File: src/rtl/alu_op_sequencer.sv
// Multi-cycle R-type sequencer: accept -> READ -> EXEC -> WB, driving shared ALU and register file.
// Optional perf counters enabled by macro ALU_SEQ_PERF_EN; otherwise perf outputs are tied to zero.
module alu_op_sequencer #(
    parameter int W     = 32,
    parameter int CNT_W = 16
) (
    input  logic             clk,
    input  logic             reset,
    input  logic             instr_valid,
    output logic             instr_ready,
    input  logic [31:0]      instr,
    output logic [4:0]       rf_ra1,
    output logic [4:0]       rf_ra2,
    input  logic [W-1:0]     rf_rd1,
    input  logic [W-1:0]     rf_rd2,
    output logic [W-1:0]     alu_a,
    output logic [W-1:0]     alu_b,
    output logic [3:0]       alu_op,
    input  logic [W-1:0]     alu_result,
    output logic             rf_we,
    output logic [4:0]       rf_wa,
    output logic [W-1:0]     rf_wd,
    output logic             done,
    output logic             illegal,
    output logic [31:0]      perf_instr,
    output logic [CNT_W-1:0] perf_illegal
);

    typedef enum logic [1:0] {S_IDLE, S_READ, S_EXEC, S_WB} state_t;

    state_t       state_q, state_d;
    logic [3:0]   dec_op_q;
    logic         illegal_q;
    logic [4:0]   rd_q;
    logic [4:0]   rf_ra1_q, rf_ra2_q;
    logic [W-1:0] op_a_q, op_b_q;
    logic [3:0]   alu_op_q;
    logic [4:0]   rf_wa_q;
    logic [W-1:0] rf_wd_q;

    logic         accept;
    logic         dec_legal;
    logic         in_wb;
    logic         unused_shamt;

    assign unused_shamt = &{1'b0, instr[10:6]};

    always_comb begin
        dec_legal = 1'b0;
        if (instr[31:26] == 6'b000000) begin
            case (instr[5:0])
                6'b100000, 6'b100010, 6'b100100, 6'b100101,
                6'b100110, 6'b100111, 6'b101010: dec_legal = 1'b1;
                default:                         dec_legal = 1'b0;
            endcase
        end
    end

    assign accept = instr_valid && (state_q == S_IDLE);

    always_comb begin
        state_d = state_q;
        case (state_q)
            S_IDLE: if (accept) state_d = dec_legal ? S_READ : S_WB;
            S_READ: state_d = S_EXEC;
            S_EXEC: state_d = S_WB;
            S_WB:   state_d = S_IDLE;
            default: state_d = S_IDLE;
        endcase
    end

    // A reset arriving during WB must not leak a retirement.
    assign in_wb       = (state_q == S_WB) && !reset;
    assign instr_ready = (state_q == S_IDLE);
    assign done        = in_wb;
    assign illegal     = in_wb && illegal_q;
    assign rf_we       = in_wb && !illegal_q && (rf_wa_q != 5'd0);
    assign rf_ra1      = rf_ra1_q;
    assign rf_ra2      = rf_ra2_q;
    assign alu_a       = op_a_q;
    assign alu_b       = op_b_q;
    assign alu_op      = alu_op_q;
    assign rf_wa       = rf_wa_q;
    assign rf_wd       = (state_q == S_WB) ? alu_result : rf_wd_q;

    always_ff @(posedge clk) begin
        if (reset) begin
            state_q   <= S_IDLE;
            dec_op_q  <= 4'd0;
            illegal_q <= 1'b0;
            rd_q      <= 5'd0;
            rf_ra1_q  <= 5'd0;
            rf_ra2_q  <= 5'd0;
            op_a_q    <= '0;
            op_b_q    <= '0;
            alu_op_q  <= 4'd0;
            rf_wa_q   <= 5'd0;
            rf_wd_q   <= '0;
        end else begin
            state_q <= state_d;
            if (accept) begin
                illegal_q <= !dec_legal;
                rd_q      <= instr[15:11];
                dec_op_q  <= dec_legal ? instr[3:0] : 4'd0;
                if (dec_legal) begin
                    rf_ra1_q <= instr[25:21];
                    rf_ra2_q <= instr[20:16];
                end else begin
                    // Illegal words skip straight to WB, so load the WB view now.
                    alu_op_q <= 4'd0;
                    rf_wa_q  <= instr[15:11];
                end
            end
            if (state_q == S_EXEC) begin
                op_a_q   <= rf_rd1;
                op_b_q   <= rf_rd2;
                alu_op_q <= dec_op_q;
                rf_wa_q  <= rd_q;
            end
            if (state_q == S_WB) begin
                rf_wd_q <= alu_result;
            end
        end
    end

`ifdef ALU_SEQ_PERF_EN
    logic [31:0]      perf_instr_q;
    logic [CNT_W-1:0] perf_illegal_q;

    always_ff @(posedge clk) begin
        if (reset) begin
            perf_instr_q   <= 32'd0;
            perf_illegal_q <= '0;
        end else begin
            if (done) perf_instr_q <= perf_instr_q + 32'd1;
            if (illegal && !(&perf_illegal_q)) perf_illegal_q <= perf_illegal_q + 1'b1;
        end
    end

    assign perf_instr   = perf_instr_q;
    assign perf_illegal = perf_illegal_q;
`else
    assign perf_instr   = 32'd0;
    assign perf_illegal = '0;
`endif

endmodule

File: config.mk
export PLATFORM = sky130hd
export DESIGN_NAME = alu_op_sequencer
export DESIGN_NICKNAME = d
export VERILOG_FILES = /design/src/rtl/alu_op_sequencer.sv
export SDC_FILE = /design/constraint.sdc
export NUM_CORES = 1
export LEC_CHECK = 0
export ABC_AREA = 1
export CORE_AREA = 2 2 116 118
export DETAILED_ROUTE_END_ITERATION = 8
export DIE_AREA = 0 0 118 120
export DONT_BUFFER_PORTS = 1
export SLEW_MARGIN = 15
export SYNTH_ARGS = -nofsm -noshare
export SYNTH_HDL_FRONTEND = slang
export SYNTH_SLANG_ARGS = --single-unit
export TNS_END_PERCENT = 50
File: constraint.sdc
create_clock -name clk -period 1.6 [get_ports clk]
set_input_delay 0.32 -clock clk [delete_from_list [all_inputs] [get_ports clk]]
set_output_delay 0.32 -clock clk [all_outputs]
set_load 0.02 [all_outputs]
Word level (Yosys, flattened, before mapping)
Cells that the tools add are included.
{ "word_totals": {"input_bits": 131, "out_inout_bits": 167, "regBits": 127} }
{ "classes": {"n_reduce_logical": 15, "eq_ne": 12, "muxes": 13} }
{ "op_table": {"columns": ["cell", "n"], "rows": [
  ["6-bit equality test, second input constant", 7],
  ["32-bit 2-to-1 mux", 1],
  ["4-bit 2-to-1 mux", 4],
  ["5-bit 2-to-1 mux", 3],
  ["2-bit one-hot mux with 4 select lines", 1],
  ["7-bit OR reduction", 1],
  ["6-bit zero test", 1],
  ["1-bit logical AND", 5],
  ["5-bit nonzero test", 1],
  ["2-bit equality test, second input constant", 2],
  ["2-bit 2-to-1 mux", 2],
  ["2-bit by 1-bit inequality test with 1-bit output, second input constant", 2],
  ["2-bit AND reduction", 2],
  ["1-bit zero test", 3],
  ["2-bit by 1-bit equality test with 1-bit output, second input constant", 1],
  ["2-bit zero test", 1],
  ["1-bit 2-to-1 mux", 2],
  ["2-bit nonzero test", 1]
]} }

Logic depth before layout (Yosys ltp)
{ "logic_depth": {"ltp_word": 7, "ltp_mapped": 9, "mapped_depth_nobuf": 9} }

Least setup slack after synthesis
OpenSTA, ideal clock, no wires.
{ "synth_path": {"kind": "register to output", "from": "reg state_q[1]", "to": "out rf_we", "setup_slack_ps": -142, "arrival_ps": 1422, "path_buffers": 1, "required_ps": 1280, "stages_incl_launch_ff": 7, "path_cell_list": "dfxtp_1 -> ha_1 -> buf_2 -> clkinv_1 -> nor2_1 -> o311ai_1 -> inv_1"} }
{ "synth_via": {"elab_chain_len": 4} }
{ "synth_lines": {"columns": ["item", "line", "text"], "rows": [
  ["start: declaration", "31", "state_t state_q, state_d;"],
  ["start signal: assignment", "100", "state_q <= state_d;"],
  ["2-bit equality test", "73", "assign in_wb = (state_q == S_WB) && !reset;"],
  ["1-bit logical AND", "73", null],
  ["via done", "23", "output logic done,"],
  ["1-bit logical AND (2 in a row)", "77", "assign rf_we = in_wb && !illegal_q && (rf_wa_q != 5'd0);"],
  ["end: declaration", "20", "output logic rf_we,"]
]} }
The timed path passes the listed nets, and every way through them passes these cells.

Worst setup path in the final report
{ "layout_path": {"from": "reg state_q[1]", "to": "out rf_wd[19]"} }
{ "layout_via": {"elab_chain_len": 2} }
{ "layout_lines": {"columns": ["item", "line", "text"], "rows": [
  ["2-bit equality test", "84", "assign rf_wd = (state_q == S_WB) ? alu_result : rf_wd_q;"],
  ["32-bit 2-to-1 mux", null, null],
  ["end: declaration", "22", "output logic [W-1:0] rf_wd,"]
]} }
No other way between the ends.

==> out/metrics.cfg <==
[logic_synthesis]
synth_edf_count = 0
per_instance_average_area_after_synthesis_um2 = 7.54
synthDistinctLibCells = 28
post_synth_instance_area_um2 = 5260
async_reset_ff_frac = 0
post_synth_inst_count = 697
synth_seq_area_share = 0.483
synth-seq-cells = 127
synth_warnings = 0
synth_top_flop_cell = sky130_fd_sc_hd__dfxtp_1

[clock_network]
clock_insertion_delay_worst_skew_ns = 0.41
htreeDepth = 4
ctsLongestPathBuffers = 2
root_buffer = sky130_fd_sc_hd__clkbuf_16
tritoncts_num_sinks = 127
tritoncts.num_buffers = 17
tritoncts = done
worst_setup_hold_path_clk_slew_ns = 0.05

[detailed_routing]
detail_route.vias_per_cell = 4.81
routed_antenna_nets = 0
vias = 4280
wire_per_inst_um = 13.9
wirelength_mm = 12.4
drcViolationCount = 0
detailedRoute.firstIterationViolations = 176
dr.pass1.iters = 4

[worst_setup_path]
crit_arrival_ns = 1.40
cpPeakStageDelay_ns = 0.33
setup.worst_path.end_class = output port
rrSetupSlack_ns = 0.06
critPathRequiredTime_ns = 1.28
top_delay_family_on_crit_path = flip-flops
path_buf_inv = 2
r2r_cells = 9
rr_endpoint = rf_ra2[2]
worstSetupPathDepth = 5
criticalPathCategory = reg -> out
critPathSlowestCell = sky130_fd_sc_hd__dfxtp_2
critPathMaxFanout = 8
regToRegStartpoint = state_q[1]
critical_path.cell_chain = ha_4, inv_8, clkbuf_16, nand2_1, nand2_2
timing.critical_path.from_type = register

[timing]
max_clock_freq_mhz = 582
fin_skew_ns = 0.00638
final_critical_path_setup_slack_ns = -0.119
hold_viol = 0
setup_tns_ns = -3.55
drv_slew = 0
setup_repair_after_global_routing_missed_its_margin = true
crit_path_time_final_ns = 1.72
setup-violations-final = 35
final_hold_slack_ns = 0.0456
min_period_over_period = 1.07

[finish]
num-fill-cells = 1286
antenna_cells_inserted = 0
sequential_cell_area_um2 = 2540
final_core_utilization = 0.479
stdcell_area_um2 = 6210
mostFrequentLayoutCells = sky130_fd_sc_hd__nor2_1, sky130_fd_sc_hd__dfxtp_1, sky130_fd_sc_hd__nand2_1
area_growth_pct = 18.2
finish.cell_count_without_fillers = 890
nNetsFinal = 835
mostFrequentLayoutCell = sky130_fd_sc_hd__nor2_1
area_used_by_multi_input_combinational_logic_um2 = 2390
layout-drive-gt1-share = 0.176

[run_status]
failing_checks = setup timing
outcome = finished, violations left

[place]
detailed_place_hpwl_mm = 8.52
dp_cells = 852
detailedPlace.worstSlack_ns = 0.109
finalWeightedCongestion = 0.769
placement.io_buffers = 0
placed_area_um2 = 5270

[min_path]
worstHoldStart = rf_rd1[13]
min-delay-path-class = in -> reg
min_path_cells = 2
timing.hold.worst_endpoint = alu_a[13]

[die]
placementRows = 42
floorplan.die.width_um = 118
coreArea_um2 = 13000
fp.dieArea_um2 = 14200
die_y_um = 120
floorplan.initialDensity = 0.405
ios = 298

[power]
power.static_leakage_nw = 2.76
finalPower_mw = 11.9
worst_ir_drop_vdd_v = 0.000873
cellPowerDensity_nw_per_um2 = 1910

[global_route]
global_route_wire_length_before_repair_mm = 18.9
vias_in_the_first_global_route = 4059
global_route.usage.total = 0.169
global_route.overflow_total = 0
grt_antenna_before_repair = 0
grt_start_max_net_pins = 50

[run]
maxCapViolCount = 0

-- what timing repair did --
action	in CTS	in global routing
resized for setup	41	21
hold buffers	1	0
gates cloned	0	4
endpoints found under the hold margin	42	0
pin swaps	0	10
setup endpoints to repair	36	46
setup buffers	0	1
-- synth_stat cells (2+ instances only) --
| library cell | n | area [um^2] |
|---|---|---|
| sky130_fd_sc_hd__a21oi_1 | 37 | 185 |
| sky130_fd_sc_hd__a21oi_2 | 10 | 87.6 |
| sky130_fd_sc_hd__buf_12 | 2 | 40.0 |
| sky130_fd_sc_hd__buf_2 | 24 | 120 |
| sky130_fd_sc_hd__buf_4 | 49 | 368 |
| sky130_fd_sc_hd__clkbuf_1 | 15 | 56.3 |
| sky130_fd_sc_hd__dfxtp_1 | 127 | 2540 |
| sky130_fd_sc_hd__ha_1 | 3 | 37.5 |
| sky130_fd_sc_hd__inv_1 | 16 | 60.1 |
| sky130_fd_sc_hd__inv_2 | 4 | 15.0 |
| sky130_fd_sc_hd__nand2_1 | 133 | 499 |
| sky130_fd_sc_hd__nand2_2 | 3 | 18.8 |
| sky130_fd_sc_hd__nand2_4 | 2 | 22.5 |
| sky130_fd_sc_hd__nand3_1 | 7 | 35.0 |
| sky130_fd_sc_hd__nand3_2 | 4 | 40.0 |
| sky130_fd_sc_hd__nor2_1 | 160 | 601 |
| sky130_fd_sc_hd__nor2_4 | 2 | 22.5 |
| sky130_fd_sc_hd__nor3_1 | 11 | 55.1 |
| sky130_fd_sc_hd__o21ai_0 | 78 | 390 |
| sky130_fd_sc_hd__o21ai_1 | 2 | 10.0 |
-- worst max-delay path by stage --
stage / slack (ns) / startpoint / to
final: -0.12 / state_q[1] / rf_wd[19]
after global routing: -0.20 / state_q[1] / rf_wd[17]
after CTS: -0.17 / state_q[0] / illegal
after detailed placement: 0.11 / state_q[0] / rf_wd[0]
after global placement: 0.13 / state_q[1] / rf_wa[2]
after floorplan: -0.02 / state_q[1] / rf_we
-- routing by layer --
| layer | track usage | vias up | wire (um) |
|---|---|---|---|
| li1 | - | 2128 | - |
| met1 | 0.174 | 1927 | 4790 |
| met2 | 0.286 | 203 | 6080 |
| met3 | 0.0870 | 22 | 1210 |
| met4 | 0.0828 | 0 | 322 |
| met5 | 0 | - | 0 |
-- sequential cells by signal, summed over array words and instances, names as in the netlist --
signal,cells
alu_a,32
alu_b,32
alu_op,4
dec_op_q,4
illegal_q,1
rd_q,5
rf_ra1,5
rf_ra2,5
rf_wa,5
rf_wd_q,32
state_q,2
-- where the power goes --
| group | total (mW) | switching, mW | internal, mW |
|---|---|---|---|
| sequential | 4.93 | 1.05 | 3.87 |
| clock | 4.08 | 1.31 | 2.76 |
| combinational | 2.87 | 1.90 | 0.964 |
-- worst reg2reg max path: cells and delay by family (launching register included) --
family | cells | cell delay, ns
fa+ha+maj | 1 | 0.19
flops | 1 | 0.33
compound gates | 1 | 0.10
simple gates | 3 | 0.38
buf+inv | 4 | 0.47
-- final cells by class --
type,count,share of cell area
Clock buffer,22,0.0715
Clock inverter,10,0.0300
Inverter,21,0.0143
Multi-Input combinational cell,506,0.385
Sequential cell,127,0.410
Tap cell,176,0.0354
Timing Repair Buffer,28,0.0546
-- logic make-up (layout without fill, tap and decap cells) --
kind of cell | after synthesis | in the layout | share of synthesized area
AND/OR/NAND/NOR | 323 | 323 | 0.247
AO/OA/AOI/OAI | 132 | 132 | 0.135
flip-flops | 127 | 127 | 0.483
buffers and inverters | 111 | 81 | 0.126
adder cells (fa/ha/maj) | 3 | 3 | 0.00714
other | 1 | 48 | 0.000713
Power figures use the tool's default switching activity.
==> RTL change, RTL diff (same flow settings) <==
The 4 states of `state_t` get a one-hot encoding in 4 bits.
--- a/src/rtl/alu_op_sequencer.sv
+++ b/src/rtl/alu_op_sequencer.sv
@@ -26,7 +26,7 @@
     output logic [CNT_W-1:0] perf_illegal
 );
 
-    typedef enum logic [1:0] {S_IDLE, S_READ, S_EXEC, S_WB} state_t;
+    typedef enum logic [3:0] {S_IDLE = 4'b0001, S_READ = 4'b0010, S_EXEC = 4'b0100, S_WB = 4'b1000} state_t;
 
     state_t       state_q, state_d;
     logic [3:0]   dec_op_q;
Check against the original RTL: no difference found for any inputs over 10 cycles, from zero or initial values and one cycle with reset high; not proved beyond that.
==> RTL change against the original RTL <==
  * The flow still finishes with violations (setup timing)
  * Sequential share of layout area increased by 1.1 points
  * Largest cell class unchanged
  * Setup slack lost 0.12 ns
  * Cell area is 1.1% lower
  * Synthesized cell count grew 4.6%
  * Critical path type unchanged
  * Sequential cell count is 2 higher
  * Wire length shrank 1.8%
  * Area after synthesis grew 1.5%
  * Cell count grew 2.5%
Power is not compared: it rests on default switching activity, and its combinational part moved more than twofold at a synthesized area within 25%.
==> RTL change: results (changes against the original RTL) <==
post-placement setup slack = 0.0175 ns (-0.0915 ns)
number of global-route vias before repair = 3996 (-1.6%)
Synth Area in Compound Gates = 12.2% (-1.3 points)
met3 usage = 7.75% (-0.95 points)
skew final = 0.00738 ns (+0.000995 ns)
drt initial violations = 156 (-11%)
status = finished with violations
first-pass GRT wire length = 19200 µm (+1.4%)
routability cong. = 0.748 (-2.7%)
largest net degree at the start of global routing = 68 (+36%)
met3 wire len = 1110 µm (-8.0%)
kind of cell adding the most delay to the critical path = simple AND/OR/NAND/NOR gates
reg2reg start = state_q[3]
post-route setup slack = -0.242 ns (-0.123 ns)
vias after detailed routing = 4275 (-0.12%)
Critical Path Fanout Max = 32 (+24)
share of layout cells above drive strength 1 = 18.2% (+0.56 points)
R2R Setup Slk = 0.15 ns (+0.09 ns)
crit path DAT = 1.52 ns (+0.12 ns)
TNS Setup = -7.55 ns (-4.00 ns)
HPWL Detailed = 8500 µm (-0.23%)
drt via density = 4.69 (-2.5%)
Post-synth top cells = nor2_1, dfxtp_1, o21ai_0
final setup fails = 35 (unchanged)
final wirelength = 12200 µm (-1.8%)
CTS max path bufs = 2 (unchanged)
failing checks = setup timing
synth top area cells = dfxtp_1, nor2_1, o21ai_0
placed insts = 878 (+3.1%)
Total GRT Usage = 17.1% (+0.14 points)
met2 WL = 5970 µm (-1.7%)
R2R depth = 6 (-3)
post-synthesis adder-cell area fraction = 0% (-0.71 points)
placed cell areas = 5360 µm² (+1.6%)
Synth cell types = 23 (-18%)
number of gates resized after cts = 89 (+120%)
met1 global-route usage = 18.0% (+0.63 points)
DR pass1 iterations = 5 (+1)
syn avg cell area = 7.33 µm² (-2.9%)
RR Endpoint = rd_q[4]
worst setup path end = rf_wd[11]
M1 wire length = 4780 µm (-0.40%)
Fin Hold WS = 0.0404 ns (-0.00521 ns)
## RTL change: cell type report
type	count	area, µm²	share of cell area (%)
Clock buffer	22	494	8.04
Clock inverter	10	106	1.73
Inverter	89	334	5.43
Multi-Input combinational cell	467	2170	35.3
Sequential cell	129	2580	42.0
Tap cell	176	220	3.58
Timing Repair Buffer	19	238	3.87
## RTL change: worst min-delay path by stage
stage | start | end | cells after the start
2_1_floorplan | rd_q[0] | rd_q[0] | 2
3_3_place_gp | reset | rf_wd_q[3] | 1
3_5_place_dp | reset | rf_wd_q[8] | 1
4_1_cts | instr_valid | state_q[0] | 1
5_1_grt | instr_valid | state_q[0] | 1
6_report | instr_valid | state_q[0] | 1
## RTL change: power groups by stage
stage                     combinational [µW]  sequential, µW  clock (µW)
final                                    637            3300        3820
after global routing                     705            3300        4070
after CTS                                634            3300        3910
after detailed placement                 559            3370           0
after global placement                   549            3360           0
after floorplan                          560            3380           0
